[src/rtl/block_word_packer.sv]
// Packs an MSB-first byte stream into 32-bit words and queues them in a small FIFO.
// Upstream errors discard the partial word; words completed while the FIFO is full are dropped.
module block_word_packer #(
  parameter int DEPTH = 4
) (
  input  logic        clk,
  input  logic        reset,
  input  logic [7:0]  word_bus,
  input  logic        word_valid,
  input  logic        error,
  output logic [31:0] data_out,
  output logic        data_valid,
  input  logic        data_ready,
  output logic        full,
  output logic [7:0]  error_count,
  output logic        overflow
);

  localparam int AW = $clog2(DEPTH);
  localparam logic [AW:0] C_DEPTH = (AW + 1)'(DEPTH);

  logic [1:0]    r_lane;
  logic [23:0]   r_partial;
  logic [31:0]   r_mem [DEPTH];
  logic [AW-1:0] r_wr_ptr;
  logic [AW-1:0] r_rd_ptr;
  logic [AW:0]   r_count;
  logic [31:0]   r_data_out;
  logic          r_full;
  logic          r_overflow;
  logic [7:0]    r_err_cnt;

  logic          w_accept;
  logic          w_discard;
  logic          w_push_req;
  logic          w_pop;
  logic          w_push;
  logic          w_drop;
  logic [31:0]   w_word;
  logic [AW:0]   w_count_next;
  logic [AW-1:0] w_rd_ptr_next;
  logic [31:0]   w_head_next;

  assign w_accept   = word_valid & ~error;
  assign w_discard  = word_valid & error;
  assign w_push_req = w_accept & (r_lane == 2'd3);
  assign w_pop      = (r_count != '0) & data_ready;
  // A pop on the same edge frees the slot, so a full FIFO still takes the word.
  assign w_push     = w_push_req & (~r_full | w_pop);
  assign w_drop     = w_push_req & r_full & ~w_pop;
  assign w_word     = {r_partial, word_bus};

  always_comb begin
    w_count_next = r_count;
    if (w_push && !w_pop) begin
      w_count_next = r_count + (AW + 1)'(1);
    end else if (!w_push && w_pop) begin
      w_count_next = r_count - (AW + 1)'(1);
    end
  end

  assign w_rd_ptr_next = w_pop ? (r_rd_ptr + AW'(1)) : r_rd_ptr;

  // The head register mirrors the FIFO front; a word landing in an otherwise empty FIFO bypasses the array.
  always_comb begin
    w_head_next = r_data_out;
    if (w_push && (w_count_next == (AW + 1)'(1))) begin
      w_head_next = w_word;
    end else if (w_pop && (w_count_next != '0)) begin
      w_head_next = r_mem[w_rd_ptr_next];
    end
  end

  always_ff @(posedge clk) begin
    if (w_push) begin
      r_mem[r_wr_ptr] <= w_word;
    end
  end

  always_ff @(posedge clk or negedge reset) begin
    if (!reset) begin
      r_lane    <= 2'd0;
      r_partial <= 24'h0;
      r_err_cnt <= 8'h0;
    end else if (w_discard) begin
      r_lane    <= 2'd0;
      r_partial <= 24'h0;
      if (r_err_cnt != 8'hFF) begin
        r_err_cnt <= r_err_cnt + 8'd1;
      end
    end else if (w_accept) begin
      r_lane <= r_lane + 2'd1;
      case (r_lane)
        2'd0:    r_partial[23:16] <= word_bus;
        2'd1:    r_partial[15:8]  <= word_bus;
        2'd2:    r_partial[7:0]   <= word_bus;
        default: r_partial        <= 24'h0;
      endcase
    end
  end

  always_ff @(posedge clk or negedge reset) begin
    if (!reset) begin
      r_wr_ptr   <= '0;
      r_rd_ptr   <= '0;
      r_count    <= '0;
      r_full     <= 1'b0;
      r_data_out <= 32'h0;
      r_overflow <= 1'b0;
    end else begin
      if (w_push) begin
        r_wr_ptr <= r_wr_ptr + AW'(1);
      end
      r_rd_ptr   <= w_rd_ptr_next;
      r_count    <= w_count_next;
      r_full     <= (w_count_next == C_DEPTH);
      r_data_out <= w_head_next;
      r_overflow <= r_overflow | w_drop;
    end
  end

  assign data_out    = r_data_out;
  assign data_valid  = (r_count != '0);
  assign full        = r_full;
  assign error_count = r_err_cnt;
  assign overflow    = r_overflow;

endmodule

[config.mk]
export PLATFORM = sky130hd
export DESIGN_NAME = block_word_packer
export DESIGN_NICKNAME = d
export VERILOG_FILES = /design/src/rtl/block_word_packer.sv
export SDC_FILE = /design/constraint.sdc
export NUM_CORES = 1
export LEC_CHECK = 0
export ABC_AREA = 0
export CORE_MARGIN = 2
export CORE_UTILIZATION = 60
export CTS_BUF_LIST = sky130_fd_sc_hd__clkbuf_2
export DETAILED_ROUTE_END_ITERATION = 6
export DONT_BUFFER_PORTS = 1
export HOLD_SLACK_MARGIN = 0.03
export PLACE_DENSITY = 0.74
export SYNTH_ARGS = -nofsm -noshare
export SYNTH_HDL_FRONTEND = slang
export SYNTH_SLANG_ARGS = --single-unit
[constraint.sdc]
create_clock -name clk -period 9.65 [get_ports clk]
set_input_delay 1.93 -clock clk [delete_from_list [all_inputs] [get_ports clk]]
set_output_delay 1.93 -clock clk [all_outputs]
set_load 0.02 [all_outputs]
==> metrics.md <==
| Metric | Value |
|---|---|
| Status | completed |
| Global route overflow | 0 |
| DRT Wirelength | 22.6 mm |
| Tot GR Track Use | 26.6% |
| Post-CTS sizing | 0 |
| Final Cycle Share | 51.3% |
| Register area share after synthesis | 58.8% |
| Unrepaired setup endpoints after global routing | false |
| Max rail drop VDD | 0.146 mV |
| Post-CTS Hold Buffers | 0 |
| Met3 wire length | 2.23 mm |
| Synthesis-to-finish area growth | 4.94% |
| CP Buf/Inv Count | 3 |
| Nets | 797 |
| Cell Pwr Density | 284 nW/um2 |
| Synth Register Bits | 203 |
| DP HPWL | 13.0 mm |
| Chip height | 131 um |
| Worst slew pin tran | 1.11 ns |
| CP endpoint kind | output pin |
| Die extent in x | 131 um |
| Filler cells | 1261 |
| Root buffer cell | clkbuf_2 |
| Arr. time, crit path | 3.03 ns |
| I/O Buffers | 0 |
| Vias in the first global route | 6695 |
| Final-report hold violation count | 0 |
| Vias | 6715 |
| Largest cells by area after synthesis | edfxtp_1, dfrtp_1, o221ai_1 |
| Synthesized Nets | 804 |
| Setup CP Type | reg -> out |
| CP startpoint kind | flop |
| Post-Route Skew | 0.0714 ns |
| HP Class | reg -> reg |
| Max capacitance violation total | 0 |
| Worst path top cell family by delay | buffers and inverters |
| Most common cell in the netlist | edfxtp_1 |
| M1 wire length | 9.03 mm |
| Post-synth ARST share | 36.9% |
| CTS buffer count | 48 |
| FP Rows | 46 |
| Initial antenna violation count | 1 |
| R2r startpoint | r_count[0] |
| Starting DRT DRC Count | 796 |
| Number of flops mapped to enable cells by yosys | 128 |
| Synth cell count leaders | edfxtp_1, nand2_1, dfrtp_1 |
| Fin. max-slew vios | 0 |
| Post-synth top area share | 39.5% |
| Drc violations | 0 |
| Reg2reg end | r_mem[1][22] |
| Distinct cells, synth | 52 |
| CP startpoint | r_count[0] |
| Post-CTS setup buffer count | 0 |
| Final GP Congestion | 0.815 |
| Yosys top cell by area | edfxtp_1 |
| Sum of negative setup slack | 0 ns |
| CTS tree | done |
| Setup WS pre-CTS | 5.09 ns |
| Met2 wire length | 10.8 mm |
| CP Capture Point | data_valid |
| CTS H-tree depth | 2 |
| Die area | 17200 um2 |
| Largest net degree at the start of global routing | 93 |
| Share of cells above drive strength 1 | 15.5% |
| Crit path max fanout | 92 |
| Final core utilization | 64.2% |
| Longest Clk Path Bufs | 3 |
| Drt first pass iters | 6 |
| Fin worst setup slack | 4.69 ns |
| Longest individual stage delay on the worst path | 0.69 ns |
| WP data required | 7.72 ns |
| Clock latency on the worst-skew pair | 0.82 ns |
| Sinks on Clock Net | 203 |
| R2R Setup Slk | 5.63 ns |
| Total power | 2.90 mW |
| P_leak | 3.68 nW |
| Critical path cell sequence | buf_4 -> inv_1 -> ha_1 -> nor2b_4 -> inv_2 |
| Mapped Area | 9730 um2 |
| Synthesized area per cell | 12.5 um2 |
| Slowest-stage cell, CP | buf_4 |
| Initial Util | 61.2% |
| Max Clk Rate | 0.202 GHz |
| Detail Route Antenna Nets | 0 |
| Minimum clock period | 4.96 ns |
| Critical Path Stages | 5 |
| YS warnings | 0 |
| Core Box Area | 15900 um2 |
| Primary FF master, synth | edfxtp_1 |
| Clk pin slew, worst setup/hold paths | 0.13 ns |
| Final setup viols | 0 |
| Wirelength per Cell | 22.1 um |
| Top routing layer used | met4 |
| R2r worst-path depth | 9 |
| Max-slew headroom | 26.0% |
| Vias per inst | 6.55 |
| First-pass GRT wire length | 35.9 mm |
| Io pins | 56 |
| Syn Inst Count | 779 |
==> flip-flops by register name, summed over array words and instances, names as in the netlist <==
register	count
full	1
r_wr_ptr	2
data_out	32
overflow	1
r_lane	2
r_partial	24
r_count	3
r_mem	128
error_count	8
r_rd_ptr	2
==> cells in the final DEF, fill, tap and decap left out, drive strengths merged, types with 11 or more instances in the layout <==
cell type	Yosys	routed
o21ai	38	38
nor2b	26	26
nand2	87	87
a31oi	26	26
inv	17	19
clkbuf	48	68
buf	20	11
mux2	17	17
edfxtp	128	128
clkinv	0	15
ha	12	12
a211oi	25	25
o221a	32	32
nor2	16	16
mux2i	24	24
o221ai	40	40
dfrtp	75	75
nand3	44	44
o311ai	24	24
==> power breakdown <==
part	internal (mW)	total, mW	switching, mW
Clock	0.218	0.546	0.328
Combinational	0.428	0.928	0.500
Sequential	1.05	1.43	0.376
==> worst register-to-register path, stage by stage, from the launching register on <==
cell     delay, ns
dfrtp_2       0.37
buf_4         0.69
inv_1         0.48
ha_1          0.34
nor2b_4       0.15
inv_2         0.20
nand2_1       0.11
a21oi_1       0.56
and2_1        0.23
buf_4         0.48
==> how the worst min path moves through the flow <==
stage	startpoint	end	slack, ns	cells past startpoint
global route	r_partial[18]	r_mem[0][26]	0.59	0
CTS	r_partial[20]	r_mem[1][28]	0.56	0
floorplan	r_partial[16]	r_mem[0][24]	0.50	0
global placement	r_partial[18]	r_mem[3][26]	0.53	0
finish	r_partial[20]	r_mem[1][28]	0.56	0
detailed placement	r_partial[18]	r_mem[3][26]	0.54	0
==> kinds of logic after synthesis <==
kind of cell | count (synthesis) | share of synthesized area [%]
muxes | 49 | 6.29
DFF | 203 | 58.8
AOI/OAI and AO/OA | 220 | 18.4
adders and majority gates | 12 | 1.54
buffers and inverters | 85 | 4.01
xor gates and xnor gates | 11 | 0.991
and+or+nand+nor | 199 | 9.98
==> per-stage QoR <==
| step | instances | cell area [um2] | hold slack, ns |
|---|---|---|---|
| 2_1_floorplan | 779 | 9730 | 0.496 |
| 3_3_place_gp | 938 | 9770 | 0.529 |
| 3_5_place_dp | 938 | 9770 | 0.540 |
| 4_1_cts | 1024 | 10200 | 0.560 |
| 5_1_grt | 1025 | 10200 | 0.588 |
| 6_report | 1025 | 10200 | 0.564 |
==> routing by layer <==
metal  track usage (%)  vias up
met5                 0        -
met4              9.54        0
met3              8.80       55
met2              42.1      300
met1              34.6     3288
li1                  -     3072
==> layout make-up <==
type | instances | area [um2] | share of cell area, %
Antenna cell | 1 | 2.50 | 0.0245
Inverter | 17 | 63.8 | 0.625
Multi-Input combinational cell | 491 | 3620 | 35.5
Tap cell | 216 | 270 | 2.65
Clock inverter | 18 | 97.6 | 0.956
Clock buffer | 68 | 340 | 3.33
Sequential cell | 203 | 5730 | 56.1
Timing Repair Buffer | 11 | 82.6 | 0.809
Power figures use the tool's default switching activity.
